**config.mk**
```make
export PLATFORM = sky130hd
export DESIGN_NAME = contador_bits_prog
export DESIGN_NICKNAME = d
export VERILOG_FILES = /design/src/rtl/contador_bits_prog.sv
export SDC_FILE = /design/constraint.sdc
export NUM_CORES = 1
export LEC_CHECK = 0
export CAP_MARGIN = 10
export CORE_AREA = 10 10 47 49
export CTS_BUF_LIST = sky130_fd_sc_hd__clkbuf_4
export DETAILED_ROUTE_END_ITERATION = 6
export DIE_AREA = 0 0 57 59
export PLACE_DENSITY = 0.71
export SLEW_MARGIN = 20
export SYNTH_ARGS = -nofsm -noshare
export SYNTH_HDL_FRONTEND = slang
export SYNTH_SLANG_ARGS = --single-unit
```
**constraint.sdc**
```tcl
create_clock -name clk_i -period 1.98 [get_ports clk_i]
set_input_delay 0.396 -clock clk_i [delete_from_list [all_inputs] [get_ports clk_i]]
set_output_delay 0.396 -clock clk_i [all_outputs]
set_load 0.05 [all_outputs]
```
**src/rtl/contador_bits_prog.sv**
```systemverilog
// Programmable down-counter for SPI bit/byte sequencing: one-shot or auto-reload,
// with a one-cycle terminal pulse. Define CONTADOR_PRESC_EN to add a tick prescaler.
module contador_bits_prog #(
  parameter int WIDTH = 3,
`ifdef CONTADOR_PRESC_EN
  parameter int PRESC_W = 4,
`endif
  parameter logic [WIDTH-1:0] DEFAULT_LOAD = {WIDTH{1'b1}}
) (
  input  logic             clk_i,
  input  logic             rst,
`ifdef CONTADOR_PRESC_EN
  input  logic [PRESC_W-1:0] presc_i,
`endif
  input  logic             start_i,
  input  logic [WIDTH-1:0] load_val_i,
  input  logic             reload_i,
  input  logic             en_i,
  input  logic             stop_i,
  output logic [WIDTH-1:0] count_o,
  output logic             en_bit_o,
  output logic             busy_o,
  output logic             done_o
);

  typedef enum logic [1:0] {IDLE = 2'd0, RUN = 2'd1, DONE = 2'd2} state_t;

  state_t           state;
  logic [WIDTH-1:0] load_q;
  logic             tick;

`ifdef CONTADOR_PRESC_EN
  logic [PRESC_W-1:0] presc_q;

  // Prescaler only runs in RUN; any control event or leaving RUN restarts the divide.
  always_ff @(posedge clk_i) begin
    if (!rst || stop_i || start_i || state != RUN)
      presc_q <= '0;
    else if (en_i)
      presc_q <= (presc_q == presc_i) ? '0 : presc_q + 1'b1;
  end

  assign tick = en_i && (presc_q == presc_i);
`else
  assign tick = en_i;
`endif

  always_ff @(posedge clk_i) begin
    if (!rst) begin
      state    <= IDLE;
      count_o  <= DEFAULT_LOAD;
      load_q   <= DEFAULT_LOAD;
      en_bit_o <= 1'b0;
    end else begin
      en_bit_o <= 1'b0;
      if (stop_i) begin
        state <= IDLE;
      end else if (start_i) begin
        count_o <= load_val_i;
        load_q  <= load_val_i;
        state   <= RUN;
      end else begin
        case (state)
          RUN: begin
            if (tick) begin
              if (count_o != '0) begin
                count_o <= count_o - 1'b1;
              end else begin
                en_bit_o <= 1'b1;
                if (reload_i) count_o <= load_q;
                else          state   <= DONE;
              end
            end
          end
          DONE:    state <= IDLE;
          default: state <= IDLE;
        endcase
      end
    end
  end

  assign busy_o = (state == RUN);
  assign done_o = (state == DONE);

endmodule

```
==> flow_summary.json, run 1 <==
{
  "path_delay_family": "buffers and inverters",
  "hold_violations": 0,
  "power.density_nw_per_um2": 645,
  "avgRoutedWirePerCell_um": 13.8,
  "final.setup.tns_ns": 0,
  "path_buf_inv": 1,
  "synthSimpleGateAreaFrac": 0.314,
  "outcome": "finished, final reports clean",
  "antenna_found_initial": 0,
  "grt_pass1_vias": 487,
  "area.growth.synth_to_final_pct": 35.9,
  "drive_gt1_frac": 0.113,
  "synth_adder_area_share": 0.0491,
  "crit_type": "reg2out",
  "cp_slowest_stage_delay_ns": 0.81,
  "drv_slew": 0,
  "clockBufferDepth": 2,
  "clockRootBuffer": "clkbuf_4",
  "cp_max_fo": 3,
  "fillCellCount": 140,
  "seqCellArea_um2": 180,
  "synth_edf_count": 0,
  "cp.required_ns": 1.58,
  "ctsResizeCount": 0,
  "synthTopCellsByCount": "9 x dfxtp_1, 4 x inv_1",
  "wirelength_um": 1200,
  "vias": 470,
  "rows": 14,
  "multi_input_area_um2": 314,
  "grt.overflow.total": 0,
  "clk_pin_slew_ns": 0.07,
  "critPathArrivalTime_ns": 1.43,
  "grt_max_degree": 10,
  "synth_xor_area_frac": 0,
  "first_iter_violations": 9,
  "post-place-ws_ns": 0.117,
  "synth.area.top_cells": "dfxtp_1 35%, mux2i_1 5.9%, nand4bb_4 5.4%",
  "dr.pass1.iters": 4,
  "peakVddDrop_mv": 0.454,
  "period_minus_slack_ns": 1.82,
  "synth_compound_area_frac": 0.194,
  "holdPathEnd": "load_q[1]",
  "cts_buffers": 3,
  "worstMarginPinSlew_ns": 0.498,
  "leakage_nw": 0.284,
  "yosysSeqAreaShare": 0.354,
  "cp_cell_sequence": "clkdlybuf4s50_1",
  "fin_nets": 83,
  "r2r_end": "count_o[1]",
  "ioPinCount": 15,
  "io_buffers": 14,
  "syn_inst": 53,
  "hold_slack_ns": 0.474,
  "cts_tree": "built",
  "synth_mux_area_frac": 0.0590,
  "rsz0062_at_grt": "no",
  "fin_crit_sh": 0.920,
  "setup_ws_ns": 0.158,
  "ys_types": 25,
  "postRouteAntennaNets": 0,
  "start_util": 0.363,
  "synth_fp_nets": 64,
  "timing.rr.start": "count_o[0]",
  "coreArea_um2": 1400,
  "setup-violations-final": 0,
  "holdBufCountCts": 0,
  "die_area_um2": 3360,
  "clock_latency_ns": 0.26,
  "netlist.area_leader.share": 0.354,
  "place.gp.congestion": 0.832,
  "rrSetupSlack_ns": 0.33,
  "vias_per_cell": 5.40,
  "synth_area_um2": 509,
  "hp-start": "load_q[1]",
  "fmax_ghz": 0.549,
  "grt_pass1_wl_um": 2030,
  "post-cts-setup-buffers": 0,
  "power.total_uw": 446,
  "synthMostInstantiatedCell": "dfxtp_1",
  "dpl.hpwl_um": 952,
  "fp.dieH_um": 59,
  "crit_path_start": "count_o[0]",
  "synth_flop_cell": "dfxtp_1",
  "h-tree-depth": 1,
  "cap_violations": 0,
  "hold_depth": 2,
  "die_w_um": 57,
  "synth_top_family_by_area": "simple AND/OR/NAND/NOR gates",
  "synth_top_cell_by_area": "dfxtp_1",
  "cts.sinks": 9,
  "critPathLaunchType": "flop",
  "syn_avg_cell_area_um2": 9.61,
  "slowest_stage": "clkdlybuf4s50_1",
  "drc_errors": 0,
  "ff2ff_path_depth": 5,
  "min_path_type": "reg2reg",
  "yosysWarnings": 0,
  "synthArstFlopShare": 0,
  "worstSetupEndpointType": "primary output",
  "synth_seq_cells": 9,
  "slew_headroom": 0.667,
  "n_antenna_cell": 0,
  "clock_skew_ns": 0.00793,
  "globalRouteTotalUtil": 0.0726
}
==> power by group <==
group	total (mW)	internal, mW	switching [mW]
Combinational	0.0897	0.0414	0.0482
Clock	0.159	0.0913	0.0674
Sequential	0.198	0.190	0.00813
Total	0.446	0.322	0.124
==> worst max path at each step <==
| stage | end | slack [ns] | cells after the start |
|---|---|---|---|
| after floorplan | count_o[1] | 0.01 | 5 |
| after global placement | count_o[1] | 0.12 | 4 |
| after detailed placement | count_o[1] | 0.12 | 4 |
| after CTS | count_o[0] | 0.14 | 1 |
| after global routing | count_o[0] | 0.12 | 1 |
| final | count_o[0] | 0.16 | 1 |
==> sequential cells by signal (all words and copies together), names as in the netlist <==
signal    count
count_o       3
load_q        3
en_bit_o      1
state         2
==> final cells by class <==
type / instances / area share
Clock buffer: 4 / 0.0434
Inverter: 4 / 0.0217
Multi-Input combinational cell: 40 / 0.454
Tap cell: 16 / 0.0289
Sequential cell: 9 / 0.260
Timing Repair Buffer: 14 / 0.192
==> placed cells by master, fill, tap and decap left out, types with 2 or more instances in the layout <==
cell,Yosys,layout
inv_1,4,4
nor3b_1,2,2
dfxtp_1,9,9
o311ai_1,2,2
nand3b_1,2,2
o21ai_0,2,2
nor2b_1,3,3
o211ai_1,2,2
clkdlybuf4s50_1,0,11
mux2i_1,3,3
a211oi_1,2,2
nor2_1,3,3
nand2_1,3,3
clkbuf_4,0,4
nand2b_1,3,3
buf_4,0,3
ha_1,2,2
==> logic make-up after synthesis <==
logic type / Yosys count
AO/OA/AOI/OAI: 13
AND/OR/NAND/NOR: 22
multiplexers: 3
flip-flops: 9
adder cells (fa/ha/maj): 2
buffers and inverters: 4
==> through the flow <==
stage | util | area, um^2 | std cells
after global routing | 0.494 | 692 | 87
after floorplan | - | 509 | 53
final | 0.494 | 692 | 87
after detailed placement | 0.472 | 662 | 83
after global placement | 0.472 | 662 | 83
after CTS | 0.494 | 692 | 87
==> metal layers <==
layer / part of all wire / wire length, um / global-route usage / vias to the layer above
met5: 0 / 0 / 0 / -
met4: 0.0083 / 10 / 0.0302 / 0
met3: 0.093 / 112 / 0.0429 / 2
met2: 0.45 / 542 / 0.122 / 9
met1: 0.44 / 531 / 0.0713 / 221
li1: - / - / - / 238
Note: power is estimated with default switching activity, not from simulation.
==> inputs of run 2 (changes only) <==
--- a/config.mk
+++ b/config.mk
@@ -8,6 +8,7 @@
 export CAP_MARGIN = 10
 export CORE_AREA = 10 10 47 49
 export CTS_BUF_LIST = sky130_fd_sc_hd__clkbuf_4
+export CTS_CLUSTER_DIAMETER = 30
 export DETAILED_ROUTE_END_ITERATION = 6
 export DIE_AREA = 0 0 57 59
 export PLACE_DENSITY = 0.71
==> results of run 2 <==
Final layout, timing and power as in run 1 (identical DEF).
